### src/rtl/systolic_sched_pkg.sv
// rtl/systolic_sched_pkg.sv - state encoding and array enable constants for the systolic scheduler
package systolic_sched_pkg;

    localparam logic [2:0] ST_IDLE     = 3'd0;
    localparam logic [2:0] ST_START    = 3'd1;
    localparam logic [2:0] ST_LOAD_W   = 3'd2;
    localparam logic [2:0] ST_FEED     = 3'd3;
    localparam logic [2:0] ST_WAIT_OUT = 3'd4;

    typedef enum logic [2:0] {
        S_IDLE     = ST_IDLE,
        S_START    = ST_START,
        S_LOAD_W   = ST_LOAD_W,
        S_FEED     = ST_FEED,
        S_WAIT_OUT = ST_WAIT_OUT
    } state_t;

    localparam logic [7:0]  EN_W_ALL   = 8'hFF;
    localparam logic [3:0]  EN_FM_ALL  = 4'hF;
    localparam logic [15:0] EN_OUT_ALL = 16'hFFFF;

endpackage

### src/rtl/systolic_sched_if.sv
// rtl/systolic_sched_if.sv - job, buffer and array handshake bundle for the systolic scheduler
// master: scheduler side (drives cfg_ready, buffer pops, array enables, acc_*, busy/done/err)
// slave : environment side (drives cfg_*, w_valid, fm_valid, en_out)
interface systolic_sched_if #(
    parameter int CG_W = 8,
    parameter int OG_W = 8
);
    logic            cfg_valid;
    logic            cfg_ready;
    logic [2:0]      cfg_layer;
    logic [CG_W-1:0] cfg_n_cin;
    logic [OG_W-1:0] cfg_n_cout;
    logic            w_valid;
    logic            w_rd;
    logic            fm_valid;
    logic            fm_rd;
    logic            acc_start;
    logic [2:0]      acc_layer;
    logic [7:0]      en_w;
    logic [3:0]      en_fm;
    logic [15:0]     en_out;
    logic            busy;
    logic            done;
    logic            err;

    modport master (
        input  cfg_valid, cfg_layer, cfg_n_cin, cfg_n_cout, w_valid, fm_valid, en_out,
        output cfg_ready, w_rd, fm_rd, acc_start, acc_layer, en_w, en_fm, busy, done, err
    );

    modport slave (
        output cfg_valid, cfg_layer, cfg_n_cin, cfg_n_cout, w_valid, fm_valid, en_out,
        input  cfg_ready, w_rd, fm_rd, acc_start, acc_layer, en_w, en_fm, busy, done, err
    );
endinterface

### src/rtl/systolic_sched_cnt.sv
// rtl/systolic_sched_cnt.sv - loadable iteration counter with terminal-count flag
// clk, rst (async, active-low); load: capture lim and restart at 0; clr: restart at 0;
// inc: advance by one; last: count equals the captured limit
module systolic_sched_cnt #(
    parameter int W = 8
) (
    input  logic         clk,
    input  logic         rst,
    input  logic         load,
    input  logic [W-1:0] lim,
    input  logic         clr,
    input  logic         inc,
    output logic         last
);
    logic [W-1:0] cnt_q;
    logic [W-1:0] lim_q;

    always_ff @(posedge clk or negedge rst) begin
        if (!rst) begin
            cnt_q <= '0;
            lim_q <= '0;
        end else if (load) begin
            cnt_q <= '0;
            lim_q <= lim;
        end else if (clr) begin
            cnt_q <= '0;
        end else if (inc) begin
            cnt_q <= cnt_q + 1'b1;
        end
    end

    assign last = (cnt_q == lim_q);
endmodule

### src/rtl/systolic_sched.sv
// rtl/systolic_sched.sv - layer job sequencer for the systolic PE array and accumulator
// clk, rst (async, active-low); bus: systolic_sched_if.master carrying the job request,
// weight/feature-map buffer pops, array enables, accumulator start/layer and busy/done/err.
// Optional: SYSTOLIC_SCHED_TIMEOUT_EN builds a WAIT_OUT watchdog of TIMEOUT_CYC cycles.
module systolic_sched
    import systolic_sched_pkg::*;
#(
    parameter int CG_W        = 8,
    parameter int OG_W        = 8,
    parameter int TIMEOUT_CYC = 1024
) (
    input  logic              clk,
    input  logic              rst,
    systolic_sched_if.master  bus
);
    state_t          state;
    logic            acc_start_q;
    logic            done_q;
    logic            busy_q;
    logic [2:0]      layer_q;

    logic            accept;
    logic            w_fire;
    logic            fm_fire;
    logic            out_all;
    logic            cin_last;
    logic            cout_last;
    logic [CG_W-1:0] cin_lim;
    logic [OG_W-1:0] cout_lim;

    assign accept  = (state == S_IDLE) && bus.cfg_valid;
    assign w_fire  = (state == S_LOAD_W) && bus.w_valid;
    assign fm_fire = (state == S_FEED) && bus.fm_valid;
    assign out_all = (state == S_WAIT_OUT) && (bus.en_out == EN_OUT_ALL);

    // A zero count runs as a single iteration; the counters compare against n-1.
    assign cin_lim  = (bus.cfg_n_cin  == '0) ? '0 : bus.cfg_n_cin  - 1'b1;
    assign cout_lim = (bus.cfg_n_cout == '0) ? '0 : bus.cfg_n_cout - 1'b1;

    systolic_sched_cnt #(.W(CG_W)) u_cin (
        .clk  (clk),
        .rst  (rst),
        .load (accept),
        .lim  (cin_lim),
        .clr  (fm_fire && cin_last),
        .inc  (fm_fire && !cin_last),
        .last (cin_last)
    );

    systolic_sched_cnt #(.W(OG_W)) u_cout (
        .clk  (clk),
        .rst  (rst),
        .load (accept),
        .lim  (cout_lim),
        .clr  (1'b0),
        .inc  (out_all && !cout_last),
        .last (cout_last)
    );

`ifdef SYSTOLIC_SCHED_TIMEOUT_EN
    localparam int WD_W = $clog2(TIMEOUT_CYC) + 1;
    logic wd_last;
    logic err_q;

    // Reloaded on every WAIT_OUT entry, so each output group gets a fresh budget.
    systolic_sched_cnt #(.W(WD_W)) u_wd (
        .clk  (clk),
        .rst  (rst),
        .load (fm_fire && cin_last),
        .lim  (WD_W'(TIMEOUT_CYC - 1)),
        .clr  (1'b0),
        .inc  (state == S_WAIT_OUT),
        .last (wd_last)
    );

    assign bus.err = err_q;
`else
    localparam int unused_timeout_cyc = TIMEOUT_CYC;
    assign bus.err = 1'b0;
`endif

    always_ff @(posedge clk or negedge rst) begin
        if (!rst) begin
            state       <= S_IDLE;
            acc_start_q <= 1'b0;
            done_q      <= 1'b0;
            busy_q      <= 1'b0;
            layer_q     <= 3'd0;
`ifdef SYSTOLIC_SCHED_TIMEOUT_EN
            err_q       <= 1'b0;
`endif
        end else begin
            acc_start_q <= 1'b0;
            done_q      <= 1'b0;
            case (state)
                S_IDLE: begin
                    if (bus.cfg_valid) begin
                        layer_q     <= bus.cfg_layer;
                        acc_start_q <= 1'b1;
                        busy_q      <= 1'b1;
                        state       <= S_START;
                    end
                end
                S_START: begin
                    state <= S_LOAD_W;
                end
                S_LOAD_W: begin
                    if (bus.w_valid) state <= S_FEED;
                end
                S_FEED: begin
                    if (bus.fm_valid) state <= cin_last ? S_WAIT_OUT : S_LOAD_W;
                end
                S_WAIT_OUT: begin
                    if (out_all) begin
                        if (cout_last) begin
                            done_q <= 1'b1;
                            busy_q <= 1'b0;
                            state  <= S_IDLE;
                        end else begin
                            acc_start_q <= 1'b1;
                            state       <= S_START;
                        end
                    end
`ifdef SYSTOLIC_SCHED_TIMEOUT_EN
                    else if (wd_last) begin
                        err_q  <= 1'b1;
                        done_q <= 1'b1;
                        busy_q <= 1'b0;
                        state  <= S_IDLE;
                    end
`endif
                end
                default: begin
                    state <= S_IDLE;
                end
            endcase
        end
    end

    assign bus.cfg_ready = (state == S_IDLE);
    assign bus.w_rd      = w_fire;
    assign bus.en_w      = w_fire ? EN_W_ALL : 8'h00;
    assign bus.fm_rd     = fm_fire;
    assign bus.en_fm     = fm_fire ? EN_FM_ALL : 4'h0;
    assign bus.acc_start = acc_start_q;
    assign bus.acc_layer = layer_q;
    assign bus.busy      = busy_q;
    assign bus.done      = done_q;
endmodule

### src/flat_wrapper.sv
// flat-port wrapper written by rule: the top's interface ports become plain ports
module systolic_sched_flat import systolic_sched_pkg::*;
#(
    parameter int CG_W        = 8,
    parameter int OG_W        = 8,
    parameter int TIMEOUT_CYC = 1024
)
  (clk, rst, bus_cfg_valid, bus_cfg_layer, bus_cfg_n_cin, bus_cfg_n_cout, bus_w_valid, bus_fm_valid, bus_en_out, bus_cfg_ready, bus_w_rd, bus_fm_rd, bus_acc_start, bus_acc_layer, bus_en_w, bus_en_fm, bus_busy, bus_done, bus_err);
  systolic_sched_if #(.CG_W(CG_W), .OG_W(OG_W)) bus_i ();
  input  logic clk;
  input  logic rst;
  input wire logic [$bits(bus_i.cfg_valid)-1:0] bus_cfg_valid;
  input wire logic [$bits(bus_i.cfg_layer)-1:0] bus_cfg_layer;
  input wire logic [$bits(bus_i.cfg_n_cin)-1:0] bus_cfg_n_cin;
  input wire logic [$bits(bus_i.cfg_n_cout)-1:0] bus_cfg_n_cout;
  input wire logic [$bits(bus_i.w_valid)-1:0] bus_w_valid;
  input wire logic [$bits(bus_i.fm_valid)-1:0] bus_fm_valid;
  input wire logic [$bits(bus_i.en_out)-1:0] bus_en_out;
  output wire logic [$bits(bus_i.cfg_ready)-1:0] bus_cfg_ready;
  output wire logic [$bits(bus_i.w_rd)-1:0] bus_w_rd;
  output wire logic [$bits(bus_i.fm_rd)-1:0] bus_fm_rd;
  output wire logic [$bits(bus_i.acc_start)-1:0] bus_acc_start;
  output wire logic [$bits(bus_i.acc_layer)-1:0] bus_acc_layer;
  output wire logic [$bits(bus_i.en_w)-1:0] bus_en_w;
  output wire logic [$bits(bus_i.en_fm)-1:0] bus_en_fm;
  output wire logic [$bits(bus_i.busy)-1:0] bus_busy;
  output wire logic [$bits(bus_i.done)-1:0] bus_done;
  output wire logic [$bits(bus_i.err)-1:0] bus_err;
  assign bus_i.cfg_valid = bus_cfg_valid;
  assign bus_i.cfg_layer = bus_cfg_layer;
  assign bus_i.cfg_n_cin = bus_cfg_n_cin;
  assign bus_i.cfg_n_cout = bus_cfg_n_cout;
  assign bus_i.w_valid = bus_w_valid;
  assign bus_i.fm_valid = bus_fm_valid;
  assign bus_i.en_out = bus_en_out;
  assign bus_cfg_ready = bus_i.cfg_ready;
  assign bus_w_rd = bus_i.w_rd;
  assign bus_fm_rd = bus_i.fm_rd;
  assign bus_acc_start = bus_i.acc_start;
  assign bus_acc_layer = bus_i.acc_layer;
  assign bus_en_w = bus_i.en_w;
  assign bus_en_fm = bus_i.en_fm;
  assign bus_busy = bus_i.busy;
  assign bus_done = bus_i.done;
  assign bus_err = bus_i.err;
  systolic_sched #(.CG_W(CG_W), .OG_W(OG_W), .TIMEOUT_CYC(TIMEOUT_CYC)) u_core (.clk(clk), .rst(rst), .bus(bus_i));
endmodule
### config.mk
export PLATFORM = sky130hd
export DESIGN_NAME = systolic_sched_flat
export DESIGN_NICKNAME = d
export VERILOG_FILES = /design/src/rtl/systolic_sched_pkg.sv /design/src/rtl/systolic_sched_if.sv /design/src/rtl/systolic_sched_cnt.sv /design/src/rtl/systolic_sched.sv /design/src/flat_wrapper.sv
export SDC_FILE = /design/constraint.sdc
export NUM_CORES = 1
export LEC_CHECK = 0
export ABC_AREA = 1
export BUFFER_PORTS_ARGS = -buffer_cell sky130_fd_sc_hd__clkbuf_2
export CORE_MARGIN = 1.5
export CORE_UTILIZATION = 58
export DETAILED_ROUTE_END_ITERATION = 8
export PLACE_DENSITY = 0.85
export SETUP_SLACK_MARGIN = 0.15
export SLEW_MARGIN = 5
export SYNTH_ARGS = -nofsm -noshare
export SYNTH_HDL_FRONTEND = slang
export SYNTH_SLANG_ARGS = --single-unit
### constraint.sdc
create_clock -name clk -period 4.53 [get_ports clk]
set_clock_uncertainty 0.15 [all_clocks]
set_input_delay 0.6795 -clock clk [delete_from_list [all_inputs] [get_ports clk]]
set_output_delay 0.6795 -clock clk [all_outputs]
set_load 0.01 [all_outputs]
==> flow_summary.ini, run 1 <==
[run_status]
status = finished, final reports clean

[drt]
drt_wl_total_um = 5080
drt_iter0_markers = 74
drt-wirelength-per-cell_um = 11.3
vias = 2264
final_antenna_net_count = 0
vias_per_cell = 5.04
firstDrtPassIters = 4
drc = 0

[power]
power.internal_uw = 948
power_density_nw_per_um2 = 527
ir_drop_mv = 0.344
p_sw_frac = 0.403
seqPwrFrac = 0.384
p_leak_nw = 1.63
clockPowerShare = 0.190
p_total_mw = 1.59
power_frac_comb = 0.426
p_sw_uw = 640

[floorplanning]
design.core.area_um2 = 4410
die_w_um = 71.2
fp.dieH_um = 71.2
die-area_um2 = 5060
core.rowCount = 24
initial_utilization = 0.611
num_io_pins = 62

[synthesis]
synth_top_area_frac = 0.381
synth_cell_type_count = 36
avgSynthCellArea_um2 = 7.74
synth-seq-cells = 41
yosys_most_used_dff = dfrtp_1
syn_area_um2 = 2700
yosysSeqAreaShare = 0.381
async_reset_ff_frac = 1.00
yosys_warnings = 0
synth-edff-count = 0
yosys-top-cells-area = dfrtp_1 (38%), nand2_1 (14%), xor2_1 (4.9%)
synth_top_cell_by_area = dfrtp_1
syn_inst = 348
ys_top_cells_by_count = nand2_1 (100), dfrtp_1 (41), nor2_1 (32)
syn_nets = 394
synth_most_common_cell = nand2_1

[clock_network]
clockBufferDepth = 2
htree_levels = 2
path_clk_slew_ns = 0.08
cts_tree = done
clock_sinks = 41
post_cts_resized = 0
postCtsSetupBuffers = 0
cts_root_buffer = clkbuf_8
clk_latency_ns = 0.30
cts_buffers = 5
hold_buffers = 0

[worst_setup_path]
critical_path_depth = 5
crit_slowest_cell = dfrtp_1
slowest_delay_ns = 0.43
r2r_slack_ns = 2.77
cp_top_family = simple AND/OR/NAND/NOR gates
cp_cell_sequence = or2_2 -> nor2_1 -> inv_1 -> nor2_1 -> clkbuf_2
critPathBufInv = 2
path_max_fanout = 9
path_common_cell = nor2_1
worstReg2RegEnd = u_core.u_cin.lim_q[6]
worstPathArrival_ns = 1.81
worstPathRequired_ns = 3.70
ff2ff_path_depth = 7
critPathLaunchType = flip-flop
cp-end-kind = primary output
worstSetupPathType = reg2out
timing.rr.start = u_core.state[1]

[worst_hold_path]
hp-class = reg2reg
min_from = u_core.bus.busy
min_to = u_core.bus.busy
min_path_cells = 2

[grt]
grt_overflow = 0
grt_pass1_wl_um = 9020
antenna_found_initial = 0
grt_pass1_vias = 2176
grt_util_all_layers = 0.224
grt_max_degree = 42

[sta]
finalCritPeriodShare = 0.582
finalSetupTns_ns = 0
worst_slew_pin_slew_ns = 0.990
finalSetupViolCount = 0
relSlewSlack = 0.340
hold_viol_final = 0
min_period_ns = 2.63
fin_ws_ns = 1.90
fmax_mhz = 380
slew_violations = 0
rsz0062_at_grt = no

[cells_and_area]
final_nets = 442
area_growth_pct = 11.7
antennaDiodeCount = 0
drive_above_1_share = 0.257

[placement]
dp_hpwl_um = 3890
place_ws_ns = 2.21
place_congestion = 0.819
port_buffers = 60

[run]
drv_cap = 0
==> state kept, by name, indices dropped and copies added (netlist names) <==
signal                count
u_core.bus.acc_layer      3
u_core.bus.done           1
u_core.bus.busy           1
u_core.u_cin.cnt_q        8
u_core.state              3
u_core.u_cin.lim_q        8
u_core.u_cout.cnt_q       8
u_core.bus.acc_start      1
u_core.u_cout.lim_q       8
==> metal layers <==
metal  wire [um]  vias up  global-route usage
met3         174       11              0.0299
met2        2460       57               0.387
met1        2330     1025               0.273
met4         119        0               0.111
li1            -     1171                   -
met5           0        -                   0
==> worst min-delay path: stages, from the launching register on <==
cell and delay [ns]:
dfrtp_1 0.35, nand2_1 0.05, nand2_1 0.05
==> logic make-up after synthesis <==
group | share of synthesized area
fa+ha+maj | 0.0279
buf+inv | 0.118
other cells | 0.00139
xor+xnor | 0.0910
compound gates | 0.0738
simple gates | 0.307
flops | 0.381
==> stage by stage <==
stage | cell area [um2] | utilization | hold slack (ns) | std cells
2_1_floorplan | 2700 | - | 0.234 | 348
3_5_place_dp | 2890 | 0.656 | 0.315 | 441
3_3_place_gp | 2890 | 0.656 | 0.314 | 441
4_1_cts | 3010 | 0.682 | 0.336 | 449
6_report | 3010 | 0.682 | 0.333 | 449
5_1_grt | 3010 | 0.682 | 0.392 | 449
==> power groups by stage <==
| stage | clock [mW] | sequential [mW] | combinational, mW |
|---|---|---|---|
| after detailed placement | 0 | 0.612 | 0.683 |
| after global routing | 0.322 | 0.624 | 0.779 |
| after floorplan | 0 | 0.597 | 0.579 |
| final | 0.302 | 0.609 | 0.677 |
| after global placement | 0 | 0.608 | 0.658 |
| after CTS | 0.310 | 0.607 | 0.686 |
==> layout make-up <==
class                      count  area [um2]
clock inverter                 1        30.0
timing repair buffer          60         300
sequential                    41        1030
multi-input combinational    248        1350
inverter                      40         153
tap                           52        65.1
clock buffer                   7        86.3
fill                         360        1400
==> worst max path at each step <==
stage / start / endpoint / slack [ns]
6_report: u_core.state[0] / bus_en_w[0] / 1.90
5_1_grt: u_core.state[0] / bus_en_w[7] / 1.75
4_1_cts: u_core.state[0] / bus_en_w[0] / 1.88
3_5_place_dp: u_core.state[0] / bus_en_w[0] / 2.21
3_3_place_gp: u_core.state[0] / bus_en_w[6] / 2.26
2_1_floorplan: u_core.state[0] / bus_en_w[0] / 2.19
==> cell usage in the layout, fill, tap and decap left out, types with 6 or more instances in the layout <==
cell type | netlist | routed
a21oi_1 | 6 | 6
clkbuf_2 | 0 | 60
clkbuf_8 | 0 | 6
dfrtp_1 | 41 | 41
ha_1 | 6 | 6
inv_1 | 30 | 30
inv_2 | 9 | 9
nand2_1 | 100 | 100
nand2_2 | 6 | 6
nand3_1 | 18 | 18
nor2_1 | 32 | 32
o21ai_1 | 12 | 12
o21ai_2 | 6 | 6
xnor2_1 | 13 | 13
xor2_1 | 15 | 15
Note: power is estimated with default switching activity, not from simulation.
==> run 2: changes to the inputs <==
--- a/config.mk
+++ b/config.mk
@@ -8,9 +8,9 @@
 export ABC_AREA = 1
 export BUFFER_PORTS_ARGS = -buffer_cell sky130_fd_sc_hd__clkbuf_2
 export CORE_MARGIN = 1.5
-export CORE_UTILIZATION = 58
+export CORE_UTILIZATION = 54
 export DETAILED_ROUTE_END_ITERATION = 8
-export PLACE_DENSITY = 0.85
+export PLACE_DENSITY = 0.8
 export SETUP_SLACK_MARGIN = 0.15
 export SLEW_MARGIN = 5
 export SYNTH_ARGS = -nofsm -noshare
==> constraint.sdc (replaced) <==
create_clock -name clk -period 2.6 [get_ports clk]
set_clock_uncertainty 0.15 [all_clocks]
set_input_delay 0.39 -clock clk [delete_from_list [all_inputs] [get_ports clk]]
set_output_delay 0.39 -clock clk [all_outputs]
set_load 0.01 [all_outputs]
==> flow_summary.ini, run 2 (same netlist as run 1, synthesis figures left out) <==
[floorplanning]
fp.dieH_um = 73.6
design.core.area_um2 = 4750
die_w_um = 73.6
num_io_pins = 62
core.rowCount = 25
die-area_um2 = 5420
initial_utilization = 0.567

[grt]
antenna_found_initial = 0
grt_pass1_wl_um = 8960
grt_pass1_vias = 2154
grt_overflow = 0
grt_util_all_layers = 0.212
grt_max_degree = 30

[sta]
finalSetupViolCount = 0
min_period_ns = 2.21
slew_violations = 0
fin_ws_ns = 0.391
rsz0062_at_grt = no
hold_viol_final = 0
fmax_mhz = 453
finalSetupTns_ns = 0
finalCritPeriodShare = 0.850

[cells_and_area]
final_cell_count_no_fill = 467
final_cell_mix = nand2_1 (100), clkbuf_2 (60), dfrtp_1 (41), nor2_1 (31), inv_1 (30)
final_common_cell = nand2_1
area_growth_pct = 13.6
nFillCells = 427
final_nets = 445
antennaDiodeCount = 0
drive_above_1_share = 0.265
fin_area_um2 = 3060

[power]
ir_drop_mv = 0.454
p_total_mw = 2.78
p_leak_nw = 1.64
power_density_nw_per_um2 = 908

[clock_network]
postCtsSetupBuffers = 0
cts_buffers = 5
clockBufferDepth = 2
htree_levels = 2
cts_tree = done
path_clk_slew_ns = 0.08
clk_latency_ns = 0.30
cts_root_buffer = clkbuf_8
clock_sinks = 41

[drt]
vias_per_cell = 4.95
drt-wirelength-per-cell_um = 10.7
firstDrtPassIters = 4
drt_wl_total_um = 5010
vias = 2312
final_antenna_net_count = 0
drt_iter0_markers = 86
drc = 0

[worst_hold_path]
hp-class = in2reg

[worst_setup_path]
critPathLaunchType = flip-flop
cp-end-kind = primary output
worstPathRequired_ns = 2.06
worstPathArrival_ns = 1.67
worstSetupPathType = reg2out
path_max_fanout = 9

[placement]
place_congestion = 0.870
postPlaceCellArea_um2 = 2930
port_buffers = 60
dp_hpwl_um = 3880
dp.cells = 458
place_ws_ns = 0.565

[run_status]
status = finished, final reports clean

[run]
drv_cap = 0
## run 2: stage by stage
| step | util | hold WS [ns] |
|---|---|---|
| after floorplan | - | -0.0556 |
| after global placement | 0.616 | 0.220 |
| after detailed placement | 0.616 | 0.220 |
| after CTS | 0.643 | 0.125 |
| after global routing | 0.644 | 0.122 |
| final | 0.644 | 0.132 |
## run 2: critical path, cell delays in order, from the launching register on
cell,delay [ns]
dfrtp_1,0.43
or2_2,0.32
nor2_1,0.13
inv_1,0.08
nor2_2,0.23
clkbuf_2,0.19
## run 2: path summary, 6_finish.rpt
path | startpoint | end | slack (ns) | depth (start not counted)
worst max-delay path | u_core.state[0] | bus_en_w[3] | 0.39 | 5
worst min-delay path | bus_cfg_layer[2] | u_core.bus.acc_layer[2] | 0.13 | 3
worst max register to register | u_core.u_cout.cnt_q[2] | u_core.u_cout.cnt_q[7] | 0.83 | 8
worst min register to register | u_core.bus.busy | u_core.bus.busy | 0.33 | 2
max in group asynchronous | rst | u_core.u_cin.lim_q[2] | 1.33 | 3
min in group asynchronous | rst | u_core.u_cout.cnt_q[6] | 0.42 | 2
## run 2: layout make-up
type	count	area, um2	area share
multi-input combinational	248	1350	0.442
clock buffer	6	82.6	0.0270
tap	67	83.8	0.0274
timing repair buffer	63	325	0.106
sequential	41	1030	0.335
inverter	40	153	0.0499
clock inverter	2	37.5	0.0123
## run 2: repair_timing
| action | in CTS | in global routing |
|---|---|---|
| hold endpoints to repair | 17 | 0 |
| gates resized for setup | 0 | 1 |
| endpoints found under the setup margin | 0 | 9 |
| hold buffers | 1 | 0 |
## run 2: layer usage
layer | global-route usage | routed length, um | up-vias
li1 | - | - | 1182
met1 | 0.251 | 2230 | 1062
met2 | 0.381 | 2460 | 57
met3 | 0.0384 | 213 | 11
met4 | 0.0761 | 99 | 0
met5 | 0 | 0 | -
## run 2: power by group
part | total [mW] | switching, mW | internal, mW
Clock | 0.534 | 0.222 | 0.312
Combinational | 1.18 | 0.703 | 0.480
Sequential | 1.06 | 0.197 | 0.863
==> run 3: changes to the inputs <==
--- a/config.mk
+++ b/config.mk
@@ -8,9 +8,9 @@
 export ABC_AREA = 1
 export BUFFER_PORTS_ARGS = -buffer_cell sky130_fd_sc_hd__clkbuf_2
 export CORE_MARGIN = 1.5
-export CORE_UTILIZATION = 54
+export CORE_UTILIZATION = 49
 export DETAILED_ROUTE_END_ITERATION = 8
-export PLACE_DENSITY = 0.8
+export PLACE_DENSITY = 0.76
 export SETUP_SLACK_MARGIN = 0.15
 export SLEW_MARGIN = 5
 export SYNTH_ARGS = -nofsm -noshare
==> constraint.sdc (replaced) <==
create_clock -name clk -period 2 [get_ports clk]
set_clock_uncertainty 0.15 [all_clocks]
set_input_delay 0.3 -clock clk [delete_from_list [all_inputs] [get_ports clk]]
set_output_delay 0.3 -clock clk [all_outputs]
set_load 0.01 [all_outputs]
==> flow_summary.ini, run 3 (same netlist as run 1, synthesis figures left out) <==
[run_status]
status = finished, final reports clean

[run]
drv_cap = 0

[placement]
place_ws_ns = 0.198
place_congestion = 0.856
dp_hpwl_um = 3930
port_buffers = 60

[floorplanning]
core.rowCount = 26
design.core.area_um2 = 5200
fp.dieH_um = 77.2
num_io_pins = 62
die_w_um = 77.2
initial_utilization = 0.518
die-area_um2 = 5950

[cells_and_area]
antennaDiodeCount = 0
nFillCells = 492
post-route-util = 0.603
final_common_cell = nand2_1
drive_above_1_share = 0.279
final_cell_mix = nand2_1 (100), clkbuf_2 (52), dfrtp_1 (41), nor2_1 (30), inv_1 (29)
final_nets = 450
area_growth_pct = 16.5

[sta]
fmax_mhz = 540
hold_viol_final = 0
holdWs_ns = 0.0477
min_period_ns = 1.85
rsz0062_at_grt = yes
slew_violations = 0
finalSetupViolCount = 0
finalSetupTns_ns = 0
relSlewSlack = 0.664
fin_ws_ns = 0.149
finalCritPeriodShare = 0.925
worst_slew_pin_slew_ns = 0.504

[power]
p_leak_nw = 1.67
p_total_mw = 3.74
power_density_nw_per_um2 = 1190
ir_drop_mv = 0.608

[grt]
grt_pass1_vias = 2282
antenna_found_initial = 0
grt_pass1_wl_um = 9460
grt_overflow = 0
grt_util_all_layers = 0.196
grt_max_degree = 42

[clock_network]
path_clk_slew_ns = 0.07
cts_root_buffer = clkbuf_8
cts_tree = done
htree_levels = 2
clock_sinks = 41
clockBufferDepth = 2
clk_latency_ns = 0.30
cts_buffers = 5

[worst_setup_path]
cp_cell_sequence = or2_4 -> nor2_4 -> inv_2 -> nor2_4 -> buf_2
timing.rr.start = u_core.state[0]
r2r_slack_ns = 0.28
worstPathRequired_ns = 1.55
critPathBufInv = 2
cp-end-kind = primary output
cp_top_family = simple AND/OR/NAND/NOR gates
path_common_cell = nor2_4
worstSetupPathType = reg2out
slowest_delay_ns = 0.39
ff2ff_path_depth = 10
path_max_fanout = 5
critPathLaunchType = flip-flop
worstPathArrival_ns = 1.40
crit_slowest_cell = dfrtp_1
worstReg2RegEnd = u_core.u_cin.cnt_q[3]

[drt]
final_antenna_net_count = 0
drc = 0
drt_wl_total_um = 5200
vias = 2322
dr_wl_met3_um = 209
drt-wirelength-per-cell_um = 10.9
drt_iter0_markers = 114
wl_met1_um = 2340
vias_per_cell = 4.89
firstDrtPassIters = 5
highest_layer = met4
met2_length_um = 2560

[worst_hold_path]
hp-class = in2reg
min_from = bus_cfg_layer[1]
min_path_cells = 3
min_to = u_core.bus.acc_layer[1]
-- run 3: changes by cell type in the layout (fill, tap and decap cells not counted), sizes merged --
cell and delta:
buf +12, clkbuf -8, nor2 +1
-- run 3: power breakdown --
part           internal, mW  switching [mW]
logic                 0.699           0.975
registers              1.12           0.252
clock network         0.406           0.283
-- run 3: per-layer routing --
metal  vias to the layer above  GRT usage
met3                         8     0.0310
met4                         0     0.0818
met1                      1052      0.241
li1                       1195          -
met5                         -          0
met2                        67      0.339
-- run 3: worst max path at each step --
stage	end	depth (start not counted)	start
6_report	bus_en_w[5]	5	u_core.state[0]
5_1_grt	bus_en_w[5]	5	u_core.state[0]
4_1_cts	bus_en_w[5]	5	u_core.state[2]
3_5_place_dp	bus_en_w[5]	5	u_core.state[0]
3_3_place_gp	bus_en_w[7]	5	u_core.state[0]
2_1_floorplan	bus_en_w[0]	5	u_core.state[0]
-- run 3: final cells by class --
cell class                      count  area [um2]  share of cell area
Clock buffer                        6        82.6              0.0263
Clock inverter                      2        37.5              0.0120
Timing Repair Buffer               67         368               0.117
Tap cell                           70        87.6              0.0279
Sequential cell                    41        1030               0.327
Inverter                           40         155              0.0494
Multi-Input combinational cell    249        1380               0.441
-- run 3: repair_timing --
| item | in CTS | in global routing |
|---|---|---|
| hold endpoints to repair | 41 | 0 |
| resized for setup | 6 | 12 |
| cloned | 1 | 0 |
| endpoints found under the setup margin | 14 | 19 |
| pin swaps | 3 | 2 |
| hold buffers | 1 | 0 |
| buffers inserted | 2 | 2 |
-- run 3: stage by stage --
stage / instance area [um2] / instances
floorplan: 2700 / 348
global placement: 2930 / 461
detailed placement: 2930 / 461
CTS: 3110 / 473
global route: 3140 / 475
finish: 3140 / 475
-- run 3: worst min-delay path: cells and delay by family --
kind                   cells  cell delay, ns
AND/OR/NAND/NOR            2            0.08
buffers and inverters      1            0.07
